$ cat src/rtl/cpu_pkg.sv
// Shared CPU definitions: PC-select codes, opcodes, bubble word and the IF/ID payload.
package cpu_pkg;

  localparam int unsigned XLEN   = 32;
  localparam int unsigned JIDX_W = 26;
  localparam int unsigned SEL_W  = 2;
  localparam int unsigned CNT_W  = 16;

  typedef enum logic [SEL_W-1:0] {
    PC_SEL_SEQ    = 2'b00,
    PC_SEL_BRANCH = 2'b01,
    PC_SEL_JUMP   = 2'b10,
    PC_SEL_RSVD   = 2'b11
  } pc_sel_e;

  localparam logic [5:0]      OPCODE_BEQ = 6'b000100;
  localparam logic [5:0]      OPCODE_J   = 6'b000010;
  localparam logic [XLEN-1:0] NOP_INSTR  = 32'h0000_0000;

  typedef struct packed {
    logic [XLEN-1:0] instr;
    logic [XLEN-1:0] pc_plus4;
    logic            valid;
  } if_id_t;

  // j target: 256MB region of the jumping instruction's PC+4, word-aligned index
  function automatic logic [XLEN-1:0] jump_target(input logic [3:0]        region,
                                                  input logic [JIDX_W-1:0] index);
    return {region, index, 2'b00};
  endfunction

endpackage

$ cat src/rtl/fetch_pc_stage_if_id_reg.sv
// IF/ID pipeline register; flush and reset both load a bubble, hold freezes contents.
module if_id_reg
  import cpu_pkg::*;
#(
  parameter logic [XLEN-1:0] BUBBLE_INSTR = cpu_pkg::NOP_INSTR
) (
  input  logic   clk,
  input  logic   rst,
  input  logic   hold,
  input  logic   flush,
  input  if_id_t d,
  output if_id_t q
);

  if_id_t bubble;

  assign bubble = '{instr: BUBBLE_INSTR, pc_plus4: '0, valid: 1'b0};

  // flush outranks hold so a stalled instruction is squashed on redirect
  always_ff @(posedge clk) begin
    if (rst || flush) begin
      q <= bubble;
    end else if (!hold) begin
      q <= d;
    end
  end

endmodule

$ cat src/rtl/fetch_pc_stage.sv
// Instruction-fetch stage: program counter, redirect on taken beq/j, IF/ID register.
// Optional FETCH_REDIRECT_COUNT_EN adds a saturating 16-bit redirect counter output.
module fetch_pc_stage
  import cpu_pkg::*;
#(
  parameter logic [XLEN-1:0] RESET_PC  = 32'h0000_0000,
  parameter logic [XLEN-1:0] NOP_INSTR = cpu_pkg::NOP_INSTR
) (
  input  logic              clk,
  input  logic              rst,
  input  logic [SEL_W-1:0]  control_mux_for_PC,
  input  logic [XLEN-1:0]   branch_target_step_4,
  input  logic [JIDX_W-1:0] jump_index_step_4,
  input  logic [XLEN-1:0]   pc_plus4_step_4,
  input  logic              stall,
  input  logic [XLEN-1:0]   instr_in,
  output logic [XLEN-1:0]   imem_addr,
  output logic [XLEN-1:0]   instr_step_2,
  output logic [XLEN-1:0]   pc_plus4_step_2,
  output logic              valid_step_2,
  output logic              flush_younger
`ifdef FETCH_REDIRECT_COUNT_EN
  ,
  output logic [CNT_W-1:0]  redirect_count
`endif
);

  logic [XLEN-1:0] pc;
  logic [XLEN-1:0] pc_seq;
  logic [XLEN-1:0] target;
  logic            redirect;
  pc_sel_e         sel;
  if_id_t          if_id_d;
  if_id_t          if_id_q;
  logic            unused_bits;

  assign sel    = pc_sel_e'(control_mux_for_PC);
  assign pc_seq = pc + XLEN'(4);

  // Redirect decode; reserved select behaves as sequential
  always_comb begin
    redirect = 1'b0;
    target   = '0;
    case (sel)
      PC_SEL_BRANCH: begin
        redirect = 1'b1;
        target   = {branch_target_step_4[XLEN-1:2], 2'b00};
      end
      PC_SEL_JUMP: begin
        redirect = 1'b1;
        target   = jump_target(pc_plus4_step_4[XLEN-1:XLEN-4], jump_index_step_4);
      end
      default: begin
        redirect = 1'b0;
        target   = '0;
      end
    endcase
  end

  assign unused_bits = ^{branch_target_step_4[1:0], pc_plus4_step_4[XLEN-5:0]};

  always_ff @(posedge clk) begin
    if (rst) begin
      pc <= RESET_PC;
    end else if (redirect) begin
      pc <= target;
    end else if (!stall) begin
      pc <= pc_seq;
    end
  end

  assign if_id_d = '{instr: instr_in, pc_plus4: pc_seq, valid: 1'b1};

  if_id_reg #(
    .BUBBLE_INSTR (NOP_INSTR)
  ) u_if_id (
    .clk   (clk),
    .rst   (rst),
    .hold  (stall),
    .flush (redirect),
    .d     (if_id_d),
    .q     (if_id_q)
  );

  assign imem_addr       = pc;
  assign instr_step_2    = if_id_q.instr;
  assign pc_plus4_step_2 = if_id_q.pc_plus4;
  assign valid_step_2    = if_id_q.valid;
  assign flush_younger   = redirect;

`ifdef FETCH_REDIRECT_COUNT_EN
  always_ff @(posedge clk) begin
    if (rst) begin
      redirect_count <= '0;
    end else if (redirect && (redirect_count != {CNT_W{1'b1}})) begin
      redirect_count <= redirect_count + CNT_W'(1);
    end
  end
`endif

endmodule

$ cat config.mk
export PLATFORM = sky130hd
export DESIGN_NAME = fetch_pc_stage
export DESIGN_NICKNAME = d
export VERILOG_FILES = /design/src/rtl/cpu_pkg.sv /design/src/rtl/fetch_pc_stage_if_id_reg.sv /design/src/rtl/fetch_pc_stage.sv
export SDC_FILE = /design/constraint.sdc
export NUM_CORES = 1
export LEC_CHECK = 0
export BUFFER_PORTS_ARGS = -buffer_cell sky130_fd_sc_hd__buf_2
export CAP_MARGIN = 20
export CORE_MARGIN = 2
export CORE_UTILIZATION = 46
export CTS_CLUSTER_DIAMETER = 80
export DETAILED_ROUTE_END_ITERATION = 16
export HOLD_SLACK_MARGIN = 0.06
export PLACE_DENSITY = 0.86
export SLEW_MARGIN = 20
export SYNTH_ARGS = -nofsm -noshare
export SYNTH_HDL_FRONTEND = slang
export SYNTH_SLANG_ARGS = --single-unit
$ cat constraint.sdc
create_clock -name clk -period 2.3 [get_ports clk]
set_input_delay 0.46 -clock clk [delete_from_list [all_inputs] [get_ports clk]]
set_output_delay 0.46 -clock clk [all_outputs]
set_load 0.01 [all_outputs]
Word level (Yosys, flattened, before mapping)
Index checks and enable logic that the tools add are counted.
{"block": "word_totals", "ff_bits": 97, "wordCells": 14}
{"block": "classes", "n_reduce_logical": 2, "addsub": 1, "mux": 4, "n_eq_ne": 3}
{"cell": "32-bit two-way mux", "count": 2}
{"cell": "32-bit one-hot mux with 2 select lines", "count": 1}
{"cell": "32-bit by 3-bit adder with 32-bit output (second input constant)", "count": 1}
{"cell": "2-bit by 1-bit == test with 1-bit output (second input constant)", "count": 1}
{"cell": "2-bit == test (second input constant)", "count": 1}
{"cell": "2-bit by 1-bit inequality test with 1-bit output (second input constant)", "count": 1}
{"cell": "2-bit OR reduction", "count": 1}
{"cell": "1-bit logical OR", "count": 1}
{"cell": "1-bit two-way mux", "count": 1}

Depth between registers and ports, before layout
{"block": "logic_depth", "ltp_word": 4, "ltp_mapped": 8, "depth_no_buf": 6}

Cells and area by module
Synthesis repeated with hierarchy kept, for this count alone.
{"block": "unflattened", "hier_cells": 522, "area_unflattened_um2": 4799.6}
{"mod": "fetch_pc_stage", "area_each_um2": 2461.1, "n_inst": 1, "cells_per_inst": 312, "seq_area_each_um2": 600.6}
{"mod": "if_id_reg", "area_each_um2": 2338.5, "n_inst": 1, "cells_per_inst": 210, "seq_area_each_um2": 1301.2}

Least setup slack after synthesis
OpenSTA, ideal clock, no wires.
{"block": "synth_path", "kind": "register to register", "start": "register pc[2] (netlist: imem_addr[2])", "end": "register u_if_id.q[23] (netlist name)", "arrival_time_ps": 2096, "slack_ps": 113, "period_less_slack_ps": 2187, "required_ps": 2209, "path_stages_with_launch": 7, "path_buffers": 1, "path_cell_list": "dfxtp_1 -> ha_1 -> nand3_2 -> or4_1 -> buf_2 -> or3_1 -> a311oi_1"}
{"block": "synth_via", "elab_chain_cells": 1}
{"item": "start: declaration", "line": "fetch_pc_stage.sv:28", "text": "logic [XLEN-1:0] pc;"}
{"item": "start signal: assignment", "line": "fetch_pc_stage.sv:66", "text": "pc <= target;"}
{"item": "start signal: assignment", "line": "fetch_pc_stage.sv:68", "text": "pc <= pc_seq;"}
{"item": "32-bit by 3-bit adder with 32-bit output", "line": "fetch_pc_stage.sv:38", "text": "assign pc_seq = pc + XLEN'(4);"}
{"item": "end signal: assignment", "line": "fetch_pc_stage_if_id_reg.sv:22", "text": "q <= bubble;"}
{"item": "end: declaration", "line": "fetch_pc_stage_if_id_reg.sv:12", "text": "output if_id_t q"}
No other way between the ends.
A chain may end at the register's enable or synchronous reset.

Worst setup path in the final report
{"block": "layout_path", "start": "register pc[3] (netlist: imem_addr[3])", "end": "register pc[20] (netlist: imem_addr[20])"}
{"block": "layout_via", "elab_chain_cells": 3}
{"item": "32-bit by 3-bit adder with 32-bit output", "line": "fetch_pc_stage.sv:38"}
{"item": "32-bit two-way mux", "line": "fetch_pc_stage.sv:67", "text": "end else if (!stall) begin"}
{"item": "32-bit two-way mux", "line": "fetch_pc_stage.sv:65", "text": "end else if (redirect) begin"}
No other way between the ends. The select of a mux whose other input is x is not followed.

==> results_dict.tcl <==
set metrics [dict create \
    drtIter0Drc 275 \
    worstPathCellList "ha_1, nand3_2, buf_4, or4_1, nor2_1, xnor2_1, a211oi_1" \
    synth.top_cell.area_share_pct 41.84 \
    slew_viol_final 0 \
    die_w_um 102.3 \
    layout.cells.non_filler 807 \
    synth_edf_count 0 \
    critical_path_class "flip-flop to flip-flop" \
    grt_max_degree 50 \
    dieArea_um2 10470 \
    swShare_pct 31.66 \
    leakage_nw 2.532 \
    met1_length_mm 5.692 \
    synthMostInstantiatedCell "dfxtp_1" \
    cpPeakStageDelay_ns 0.60 \
    wl_per_cell_um 16.86 \
    worstMarginPinSlew_ns 0.6950 \
    initial_utilization_pct 47.70 \
    clkSlewWorstSetupHoldPaths_ns 0.11 \
    yosysSeqAreaShare_pct 41.84 \
    ir_worst_vdd_mv 0.3250 \
    hold_slack_ns 0.3169 \
    p_per_area_nw_per_um2 614.2 \
    fmax_mhz 463.5 \
    cts_buffers 9 \
    cp_slowest_cell "or4_1" \
    n_fill_cell 789 \
    antenna_found_initial 0 \
    yosys.area.top_type "dfxtp_1" \
    worst_setup_path_end_kind "flip-flop" \
    cts_max_path_buffers 2 \
    report.final.hold_viol_count 0 \
    port_buffers 190 \
    finalWirelength_mm 13.60 \
    hold_path_class "primary input to flip-flop" \
    pwr-share-clk_pct 31.2 \
    insertion_delay_ns 0.37 \
    cts.sinks 93 \
    startpoint_type "flip-flop" \
    synthTopCellsByArea "dfxtp_1 42%, xnor2_1 8.5%, mux2i_1 8.1%" \
    track_usage_pct 25.80 \
    placementRows 35 \
    grt_pass1_wl_mm 21.18 \
    p_sw_mw 1.120 \
    synth_top_cells_by_count "93 x dfxtp_1, 67 x nor2_1, 43 x xnor2_1, 38 x clkbuf_1, 36 x mux2i_1" \
    routed-via-count 4491 \
    fin_skew_ns 0.008855 \
    ys.flop_type "dfxtp_1" \
    drt_first_pass_iters 5 \
    slew_headroom_pct 53.67 \
    place_congestion 0.9110 \
    p_int_mw 2.417 \
    routed_via_density 5.565 \
    critPathRequiredTime_ns 2.58 \
    async_reset_ff_share_pct 0 \
    post-route-min-period_ns 2.158 \
    ys_warn_count 0 \
    ios 225 \
    grt_overflow_total 0 \
    dp_cells 791 \
    wl_met2_mm 6.578 \
    setup_viol 0 \
    p_seq_share_pct 50.5 \
    ys_ff_latch 93 \
    core_um2 9328 \
    die_h_um 102.3 \
    grt_pass1_vias 4470 \
    ys_types 44 \
    status "finished, final reports clean" \
    cts_tree "yes" \
    hold_buffers 0 \
    antenna_cells 0 \
    syn_to_final_growth_pct 29.42 \
    tns_ns 0 \
    fin_area_um2 5758 \
    grt_setup_unrepaired "no" \
    avgSynthCellArea_um2 9.007 \
    ant_nets 0 \
    cts_setup_buffers 0 \
    combPwrFrac_pct 18.3 \
    cts_root_buffer "clkbuf_8" \
    dr_wl_met3_mm 1.020 \
    path_max_fanout 7 \
    finish.net_count 803 \
    post_synth_inst_count 494 \
    cts_resized 0 \
    drc 0 \
    crit_arrival_ns 2.44 \
    min_period_over_period_pct 93.81 \
    dp_hpwl_mm 10.20 \
    post_dp_cell_area_um2 5560 \
    cap_violations 0 \
    cts_htree_levels 3 \
    syn_area_um2 4449 \
    top_layer "met4" \
    layout-drive-gt1-share_pct 35.99 \
]
-- cells in the final DEF, fill, tap and decap left out, types with 15 or more instances in the layout --
cell / instances
buf_2: 190
dfxtp_1: 93
nor2_1: 67
xnor2_1: 43
mux2i_1: 36
buf_4: 24
a21oi_1: 21
o21ai_0: 18
a211oi_1: 17
a221oi_1: 16
a22oi_1: 15
-- critical path, delay by kind of cell (launching register included) --
kind / cells / cell delay (ns)
AOI/OAI and AO/OA: 1 / 0.27
and+or+nand+nor: 3 / 0.89
adders and majority gates: 1 / 0.26
xor gates and xnor gates: 1 / 0.12
DFF: 1 / 0.36
buffers and inverters: 1 / 0.18
-- state kept, by name, summed over array words and instances, names as in the netlist --
name and flops:
u_if_id.q 63, imem_addr 30
-- through the flow --
| stage | total power [mW] | util (%) | worst slack [ns] |
|---|---|---|---|
| final | 3.537 | 61.73 | 0.1424 |
| after CTS | 3.542 | 61.73 | 0.1444 |
| after detailed placement | 2.459 | 59.61 | 0.1798 |
| after floorplan | 2.169 | - | 0.1128 |
| after global routing | 3.703 | 61.73 | 0.03148 |
| after global placement | 2.436 | 59.61 | 0.2719 |
-- final cells by class --
class	instances	area (µm²)	area share, %
Multi-Input combinational cell	346	2356	40.92
Sequential cell	93	1862	32.33
Timing Repair Buffer	215	1151	19.99
Tap cell	129	161.4	2.803
Clock buffer	9	123.9	2.151
Clock inverter	7	73.82	1.282
Inverter	8	30.03	0.5215
-- per-layer routing --
layer	track usage, %	up-vias
met1	32.87	2122
li1	-	2113
met3	6.156	30
met5	0	-
met4	9.641	0
met2	42.56	226
-- cell families after synthesis --
group | count (synthesis) | share of synthesized area [%]
AND/OR/NAND/NOR | 143 | 17.01
AO/OA/AOI/OAI | 106 | 15.97
flip-flops | 93 | 41.84
buffers and inverters | 58 | 5.512
XOR/XNOR | 54 | 10.63
multiplexers | 36 | 8.099
adder cells (fa/ha/maj) | 3 | 0.8437
other | 1 | 0.08428
-- power by group through the flow --
stage | clock, mW | combinational (mW) | sequential, mW
final | 1.10 | 0.648 | 1.78
after global routing | 1.20 | 0.703 | 1.80
after CTS | 1.12 | 0.645 | 1.78
after detailed placement | 0 | 0.641 | 1.82
after global placement | 0 | 0.623 | 1.81
after floorplan | 0 | 0.320 | 1.85
-- path summary, 6_finish.rpt --
path / cells after the start / slack (ns) / to / start
setup reg to reg: 7 / 0.14 / imem_addr[20] / imem_addr[3]
hold / removal: 3 / 0.32 / u_if_id.q[34] / instr_in[1]
hold reg to reg: 1 / 0.46 / u_if_id.q[0] / u_if_id.q[0]
setup / recovery: 7 / 0.14 / imem_addr[20] / imem_addr[3]
Power figures use the tool's default switching activity.
